==> src/rtl/vpu_pkg.sv <==
// Shared types and defaults for the vector write-back path.
package vpu_pkg;

   typedef enum logic [1:0] {
      IDLE  = 2'd0,
      WRITE = 2'd1,
      DONE  = 2'd2
   } wb_state_t;

   localparam int DEF_NUM_LANES  = 8;
   localparam int DEF_DATA_W     = 32;
   localparam int DEF_VLR_W      = 32;
   localparam int DEF_REG_ADDR_W = 5;

   // Limit a requested vector length to the number of physical lanes.
   // Both operands are widened to 64 bits so the compare never truncates.
   function automatic logic [63:0] clamp_len(input logic [63:0] len,
                                             input logic [63:0] max_len);
      return (len > max_len) ? max_len : len;
   endfunction

endpackage

==> src/rtl/vector_wb_buffer.sv <==
// Snapshot of all lane results, captured on load and read by element index.
module vector_wb_buffer
   import vpu_pkg::*;
#(
   parameter int NUM_LANES = DEF_NUM_LANES,
   parameter int DATA_W    = DEF_DATA_W,
   parameter int IDX_W     = $clog2(NUM_LANES)
) (
   input  logic                          clk,
   input  logic                          i_rst_n,
   input  logic                          i_load,
   input  logic [NUM_LANES*DATA_W-1:0]   i_lane_data,
   input  logic [IDX_W-1:0]              i_idx,
   output logic [DATA_W-1:0]             o_data
);

   logic [NUM_LANES-1:0][DATA_W-1:0] r_mem;

   // Capture every lane at once; afterwards live lane data is ignored.
   always_ff @(posedge clk or negedge i_rst_n) begin
      if (!i_rst_n) begin
         r_mem <= '0;
      end else if (i_load) begin
         r_mem <= i_lane_data;
      end
   end

   assign o_data = r_mem[i_idx];

endmodule

==> src/rtl/vector_wb_sequencer.sv <==
// Streams a snapshotted vector, one element per accepted beat, to the
// vector register file write port, honouring length, mask and backpressure.
module vector_wb_sequencer
   import vpu_pkg::*;
#(
   parameter int NUM_LANES  = DEF_NUM_LANES,
   parameter int DATA_W     = DEF_DATA_W,
   parameter int VLR_W      = DEF_VLR_W,
   parameter int REG_ADDR_W = DEF_REG_ADDR_W,
   parameter int IDX_W      = $clog2(NUM_LANES)
) (
   input  logic                          clk,
   input  logic                          pc_rst,
   input  logic                          start,
   input  logic [VLR_W-1:0]              vlr,
   input  logic [REG_ADDR_W-1:0]         vd_addr,
   input  logic [NUM_LANES-1:0]          vmask,
   input  logic [NUM_LANES*DATA_W-1:0]   lane_data,
   input  logic                          wr_ready,
   output logic                          wr_valid,
   output logic [REG_ADDR_W-1:0]         wr_addr,
   output logic [IDX_W-1:0]              wr_elem,
   output logic [DATA_W-1:0]             wr_data,
   output logic                          busy,
   output logic                          done,
   output logic                          vlr_clamped
);

   // One extra bit so a length of exactly NUM_LANES is representable.
   localparam int LEN_W = IDX_W + 1;

   wb_state_t              r_state;
   wb_state_t              w_state_next;
   logic [IDX_W-1:0]       r_idx;
   logic [LEN_W-1:0]       r_vlen;
   logic [NUM_LANES-1:0]   r_vmask;
   logic [REG_ADDR_W-1:0]  r_addr;
   logic                   r_clamped;

   logic                   w_accept;
   logic                   w_vlr_gt;
   logic                   w_mask_bit;
   logic                   w_advance;
   logic                   w_last;
   logic [LEN_W-1:0]       w_vlen_new;

   assign w_accept   = (r_state == IDLE) && start;
   assign w_vlr_gt   = 64'(vlr) > 64'(NUM_LANES);
   assign w_vlen_new = LEN_W'(clamp_len(64'(vlr), 64'(NUM_LANES)));
   assign w_mask_bit = r_vmask[r_idx];
   assign w_last     = ({1'b0, r_idx} == (r_vlen - LEN_W'(1)));

   vector_wb_buffer #(
      .NUM_LANES (NUM_LANES),
      .DATA_W    (DATA_W),
      .IDX_W     (IDX_W)
   ) u_buffer (
      .clk         (clk),
      .i_rst_n     (pc_rst),
      .i_load      (w_accept),
      .i_lane_data (lane_data),
      .i_idx       (r_idx),
      .o_data      (wr_data)
   );

   // State register; reset aborts any write-back in progress.
   always_ff @(posedge clk or negedge pc_rst) begin
      if (!pc_rst) begin
         r_state <= IDLE;
      end else begin
         r_state <= w_state_next;
      end
   end

   // Next state and handshake outputs; masked-off elements skip without waiting.
   always_comb begin
      w_state_next = r_state;
      w_advance    = 1'b0;
      wr_valid     = 1'b0;
      busy         = 1'b0;
      done         = 1'b0;
      case (r_state)
         IDLE: begin
            if (start) begin
               w_state_next = (w_vlen_new == '0) ? DONE : WRITE;
            end
         end
         WRITE: begin
            busy      = 1'b1;
            wr_valid  = w_mask_bit;
            w_advance = !w_mask_bit || wr_ready;
            if (w_advance && w_last) begin
               w_state_next = DONE;
            end
         end
         DONE: begin
            busy         = 1'b1;
            done         = 1'b1;
            w_state_next = IDLE;
         end
         default: begin
            w_state_next = IDLE;
         end
      endcase
   end

   // Latch the request on an accepted start and step the element index.
   always_ff @(posedge clk or negedge pc_rst) begin
      if (!pc_rst) begin
         r_idx     <= '0;
         r_vlen    <= '0;
         r_vmask   <= '0;
         r_addr    <= '0;
         r_clamped <= 1'b0;
      end else begin
         r_clamped <= 1'b0;
         if (w_accept) begin
            r_addr    <= vd_addr;
            r_vmask   <= vmask;
            r_vlen    <= w_vlen_new;
            r_idx     <= '0;
            r_clamped <= w_vlr_gt;
         end else if (w_advance) begin
            r_idx <= w_last ? '0 : r_idx + IDX_W'(1);
         end
      end
   end

   assign wr_addr     = r_addr;
   assign wr_elem     = r_idx;
   assign vlr_clamped = r_clamped;

endmodule

==> config.mk <==
export PLATFORM = sky130hd
export DESIGN_NAME = vector_wb_sequencer
export DESIGN_NICKNAME = d
export VERILOG_FILES = /design/src/rtl/vpu_pkg.sv /design/src/rtl/vector_wb_buffer.sv /design/src/rtl/vector_wb_sequencer.sv
export SDC_FILE = /design/constraint.sdc
export NUM_CORES = 1
export LEC_CHECK = 0
export ABC_AREA = 1
export CORE_AREA = 2 2 163 165
export CTS_CLUSTER_SIZE = 14
export DETAILED_ROUTE_END_ITERATION = 8
export DIE_AREA = 0 0 165 167
export HOLD_SLACK_MARGIN = 0.15
export PLACE_DENSITY = 0.84
export SLEW_MARGIN = 5
export SYNTH_ARGS = -nofsm -noshare
export SYNTH_HDL_FRONTEND = slang
export SYNTH_HIERARCHICAL = 1
export SYNTH_SLANG_ARGS = --single-unit
==> constraint.sdc <==
create_clock -name clk -period 5.8 [get_ports clk]
set_input_delay 1.74 -clock clk [delete_from_list [all_inputs] [get_ports clk]]
set_output_delay 1.74 -clock clk [all_outputs]
set_load 0.05 [all_outputs]
==> results by group, run 1 <==
CTS
  – Post-CTS resize count: 0
  – CTS tree: done
  – CTS Buf Count: 29
  – Clock transition at path regs: 0.06 ns
  – Max clock buf depth: 3
  – H-Tree Depth: 1
  – Sink Count: 279
  – Clock Latency Late Sink: 0.54 ns
  – CTS Hold Bufs: 0
  – CTS root buf: clkbuf_16
  – Postcts setup bufs: 0

Timing
  – Worst-margin pin slew: 1.10 ns
  – Tmin final: 5.09 ns
  – Final setup vio count: 0
  – Final Hold Vio Count: 0
  – WHS: 0.484 ns
  – RSZ-0062 raised after global routing: no
  – Period utilisation layout: 87.8%
  – Setup ws final: 0.710 ns
  – Final TNS setup: 0 ns
  – Final Max Tran Viols: 0
  – FMAX: 196 MHz
  – Slew headroom: 26.6%
  – Clock skew: 0.0156 ns

Floorplan
  – I/O pins: 349
  – Die Y: 167 um
  – Die footprint: 27600 um^2
  – Core ar.: 25800 um^2
  – Starting Density: 53.5%
  – Core Rows: 59
  – Chip width: 165 um

Global routing
  – Vias in the first global route: 12900
  – All-Layer GR Usage: 33.3%
  – Initial antenna violation count: 5
  – Largest net degree at the start of global routing: 141
  – Remaining Overflow, GRT: 0
  – First-pass GRT wire length: 70.4 mm

Synthesis
  – Mapped Area: 13800 um^2
  – Mean Syn Cell Area: 7.38 um^2
  – Register area share after synthesis: 50.7%
  – Synth area leader: dfrtp_1
  – Top cell type's share of synthesized area: 50.7%
  – Yosys cell types: 25
  – Syn Nets: 2176
  – Top post-synthesis cells by area: dfrtp_1, nand2_1, inv_1, o21ai_0, nand3_1
  – #FFs+latches synth: 279
  – Synth warn: 6
  – Mapped Cells: 1866

Run
  – Max Cap Violations: 0

Placed design
  – DP Worst Slack: 1.34 ns
  – Count of buffers from port buffering: 348
  – Routability Congestion: 0.901
  – Area after DPL: 17300 um^2
  – HPWL after DPL: 33.2 mm

Finish
  – Synth-to-Final Area Change: 33.7%
  – Fin nets: 2464
  – Cell area after layout: 18400 um^2
  – Register Area: 6990 um^2
  – Layout cells sized above 1: 3.91%
  – Multi-input gate area: 5090 um^2
  – Fill cell count: 2025

Pwr
  – Power per cell area: 573 nW/um^2
  – Power Total: 10600 uW
  – P_leak: 0.00904 uW
  – Peak VDD IR: 0.316 mV

Setup path
  – CP Launch Type: flip-flop
  – Worst r2r path cells: 7
  – Arrival time worst endpoint: 3.35 ns
  – Critical path required time: 4.06 ns
  – CP endpoint kind: primary output
  – Crit Path Max Fanout: 41
  – Critical path type: flip-flop to primary output

Route
  – # DRC: 0
  – Vias per std cell: 5.29
  – DR pass1 iterations: 5
  – Drt first-iter violations: 1523
  – Final wirelength: 46.3 mm
  – Vias: 13300
  – Avg WL per Cell: 18.4 um
  – Routed Antenna Nets: 0

Min path
  – Hold path depth: 2
  – Hold Path Class: flip-flop to flip-flop

Run status
  – Outcome: complete, no violations
## state kept, by name, indices dropped and copies added (netlist names)
signal	cells
u_buffer/r_mem	256
wr_elem	3
r_state	2
r_vmask	8
wr_addr	5
vlr_clamped	1
r_vlen	4
## where the power goes
part | switching (uW) | internal (uW) | leakage [uW]
Sequential | 305 | 2870 | 0.00344
Combinational | 3670 | 1590 | 0.00506
Clock | 776 | 1350 | 0.000547
## synth_stat cells, drive strengths merged
master,number
inv,284
clkbuf,37
ha,5
or2,1
xor2,1
nand2,739
nand4,3
nor2,30
clkinv,1
xnor2,2
buf,71
o21ai,270
nand3,141
a21oi,2
dfrtp,279
## per-stage QoR
stage | instances | utilization, %
4_1_cts | 2510 | 71.4
2_1_floorplan | 1866 | -
5_1_grt | 2515 | 71.5
3_5_place_dp | 2458 | 67.1
3_3_place_gp | 2458 | 67.1
6_report | 2515 | 71.5
## worst paths after layout
kind	from	endpoint	slack [ns]
max in group asynchronous	pc_rst	u_buffer/r_mem[63]	3.49
max	wr_elem[1]	wr_data[11]	0.71
min reg2reg	wr_addr[3]	wr_addr[3]	0.48
min in group asynchronous	pc_rst	u_buffer/r_mem[119]	1.30
min	wr_addr[3]	wr_addr[3]	0.48
max reg2reg	r_state[1]	u_buffer/r_mem[0]	3.14
## per-layer routing
layer | up-vias | share of wire [%] | track usage, %
li1 | 6251 | - | -
met1 | 6244 | 40 | 44.5
met2 | 693 | 47 | 52.9
met3 | 111 | 8.1 | 4.61
met4 | 0 | 5.6 | 17.5
met5 | - | 0 | 0
## cell families after synthesis
group,share of synthesized area (%)
AND/OR/NAND/NOR,26.4
XOR/XNOR,0.191
adder cells (fa/ha/maj),0.454
buffers and inverters,12.3
AO/OA/AOI/OAI,9.94
flip-flops,50.7
## worst max-delay path, cell delays in order (launching register included)
cell	delay (ns)
dfrtp_2	0.68
inv_2	0.50
buf_12	0.29
nand3_1	0.12
nand2_1	0.07
nand2_1	0.11
nand2_1	0.17
clkdlybuf4s50_1	0.82
## placed cells by master, fill, tap and decap left out, types with 2 or more instances in the layout
cell and count:
clkdlybuf4s50_1 347, nor2_2 3, nand2_1 737, o21ai_1 76
nand4_1 3, inv_8 2, bufinv_16 7, o21ai_0 193
nor2_1 27, inv_1 280, ha_1 5, buf_12 8
xnor2_1 2, nand2_2 2, clkinv_2 3, clkbuf_8 10
diode_2 5, dfrtp_1 277, inv_2 3, clkbuf_16 29
buf_4 9, nand3_1 140
## final cells by class
cell class	instances	share of cell area (%)
clock buffer	40	4.71
antenna	5	0.0679
sequential	279	37.9
multi-input combinational	1194	27.6
clock inverter	12	1.32
inverter	285	5.86
timing repair buffer	365	20.2
tap	335	2.28
Note: power is estimated with default switching activity, not from simulation.
==> inputs of run 2 (changes only) <==
PLACE_DENSITY = 0.89   (was 0.84)
==> run 2 against run 1 <==
Effect of this change:
- combinational power increased by 1%
- power about the same
- register-to-register slack improved by 0.15 ns
- fmax decreased by 0.84%
- clock skew increased by 0.0075 ns
- largest cell class unchanged
==> results by group, run 2 (synthesis results as in run 1) <==
Run status
  – Outcome: complete, no violations

Timing
  – Period utilisation layout: 88.5% (+0.74 points)
  – Final TNS setup: 0 ns (unchanged)
  – Final Hold Vio Count: 0 (unchanged)
  – Clock skew: 0.0231 ns (+0.00750 ns)
  – RSZ-0062 raised after global routing: no
  – Slew headroom: 32.3% (+5.7 points)
  – Tmin final: 5.13 ns (+0.0430 ns)
  – Final Max Tran Viols: 0 (unchanged)
  – FMAX: 195 MHz (-0.84%)
  – Final setup vio count: 0 (unchanged)
  – Worst-margin pin slew: 1.01 ns (-0.0858 ns)

Global routing
  – Met3 Usage GRT: 5.63% (+1.0 points)
  – Grt met2 use: 52.4% (-0.54 points)
  – All-Layer GR Usage: 33.6% (+0.28 points)
  – GR peak layer: met2
  – Vias in the first global route: 13000 (+1.0%)
  – Initial antenna violation count: 5 (unchanged)
  – First-pass GRT wire length: 71.0 mm (+0.83%)
  – Remaining Overflow, GRT: 0 (unchanged)
  – Largest net degree at the start of global routing: 119 (-16%)
  – Met1 global-route usage: 45.4% (+0.90 points)

Setup path
  – Critical path type: flip-flop to primary output
  – Arrival time worst endpoint: 3.39 ns (+0.04 ns)
  – CP Launch Type: flip-flop
  – Critical path required time: 4.06 ns (about the same)
  – Crit Path Max Fanout: 83 (+100%)
  – CP endpoint kind: primary output
  – Worst r2r path cells: 7 (unchanged)

Finish
  – Fin nets: 2466 (+0.081%)
  – Most frequent cells in the layout: nand2_1, clkdlybuf4s50_1, inv_1
  – Final core occ: 71.3% (-0.19 points)
  – Layout cells sized above 1: 3.99% (+0.083 points)
  – Max FFs per register: 256 (unchanged)
  – Top reg by flops: u_buffer/r_mem
  – Most common cell after layout, fill and taps aside: nand2_1
  – Synth-to-Final Area Change: 33.4%

Route
  – # DRC: 0 (unchanged)
  – DR pass1 iterations: 6 (+1)
  – Routed Antenna Nets: 0 (unchanged)
  – Vias: 13500 (+1.2%)
  – Drt first-iter violations: 1403 (-7.9%)
  – Final wirelength: 46.9 mm (+1.3%)
  – Avg WL per Cell: 18.6 um (+1.1%)
  – Vias per std cell: 5.34 (+0.99%)

Placed design
  – Count of buffers from port buffering: 348 (unchanged)
  – Routability Congestion: 0.963 (+6.9%)
  – HPWL after DPL: 33.8 mm (+1.8%)

CTS
  – Max clock buf depth: 3 (unchanged)
  – CTS root buf: clkbuf_16
  – Clock Latency Late Sink: 0.57 ns (+0.03 ns)
  – CTS Hold Bufs: 0 (unchanged)
  – H-Tree Depth: 1 (unchanged)
  – Post-CTS resize count: 0 (unchanged)
  – CTS Buf Count: 30 (+3.4%)
  – Clock transition at path regs: 0.06 ns (about the same)
  – Sink Count: 279 (unchanged)
  – Postcts setup bufs: 0 (unchanged)
  – CTS tree: done

Pwr
  – Peak VDD IR: 0.428 mV (+35%)
  – Power per cell area: 575 nW/um^2 (+0.32%)
  – P_leak: 0.00901 uW (-0.36%)

Min path
  – Hold Path Class: flip-flop to flip-flop
  – Hold path depth: 2 (unchanged)

Floorplan
  – Die footprint: 27600 um^2 (unchanged)
  – Core ar.: 25800 um^2 (unchanged)
  – Chip width: 165 um (unchanged)
  – I/O pins: 349 (unchanged)
  – Die Y: 167 um (unchanged)
  – Core Rows: 59 (unchanged)
  – Starting Density: 53.5% (unchanged)

Run
  – Max Cap Violations: 0 (unchanged)
## run 2: cell count changes in the layout (fill, tap and decap cells not counted), sizes merged
cell / previous run / this run
buf: 18 / 19
bufinv: 7 / 5
clkbuf: 40 / 42
clkinv: 3 / 5
clkinvlp: 1 / 4
inv: 286 / 285
## run 2: worst max-delay path, cell delays in order (launching register included)
cell and delay (ns):
dfrtp_4 0.76, inv_4 0.33, buf_12 0.31, nand2_1 0.12
nand3_1 0.08, nand2_1 0.14, nand2_1 0.07, nand2_1 0.10
clkdlybuf4s50_1 0.85
## run 2: metrics by stage
step	hold WS (ns)	power, uW	cells	area (um^2)	setup WS, ns
after floorplan	0.450	6580	1866	13800	2.18
after global placement	0.464	8280	2459	17300	1.30
after detailed placement	0.471	8390	2459	17300	1.30
after CTS	0.485	10500	2515	18400	0.711
after global routing	0.504	11200	2520	18400	0.510
final	0.482	10600	2520	18400	0.667
## run 2: power breakdown
| group | total [uW] | internal [uW] | switching, uW |
|---|---|---|---|
| clock network | 2080 | 1270 | 810 |
| logic | 5310 | 1580 | 3740 |
| registers | 3170 | 2870 | 300 |
## run 2: path summary, 6_finish.rpt
kind,startpoint,to,slack (ns)
worst min register to register,wr_addr[4],wr_addr[4],0.48
worst max-delay path,wr_elem[0],wr_data[6],0.67
min in group asynchronous,pc_rst,u_buffer/r_mem[117],1.18
worst max register to register,r_state[1],u_buffer/r_mem[131],3.29
max in group asynchronous,pc_rst,wr_elem[0],3.31
worst min-delay path,wr_addr[4],wr_addr[4],0.48
## run 2: metal layers
metal	vias to the layer above	wire length [um]
met2	746	21700
met1	6331	18500
met5	-	0
li1	6258	-
met3	122	4260
met4	0	2450
## run 2: layout make-up
| type | instances | area (um^2) |
|---|---|---|
| clock buffers | 42 | 876 |
| repair buffers | 366 | 3690 |
| well taps | 335 | 419 |
| multi-input cells | 1194 | 5090 |
| diodes | 5 | 12.5 |
| fillers | 1999 | 7390 |
| inverters | 285 | 1080 |
| flip-flops and latches | 279 | 6990 |
| clock inverters | 14 | 216 |
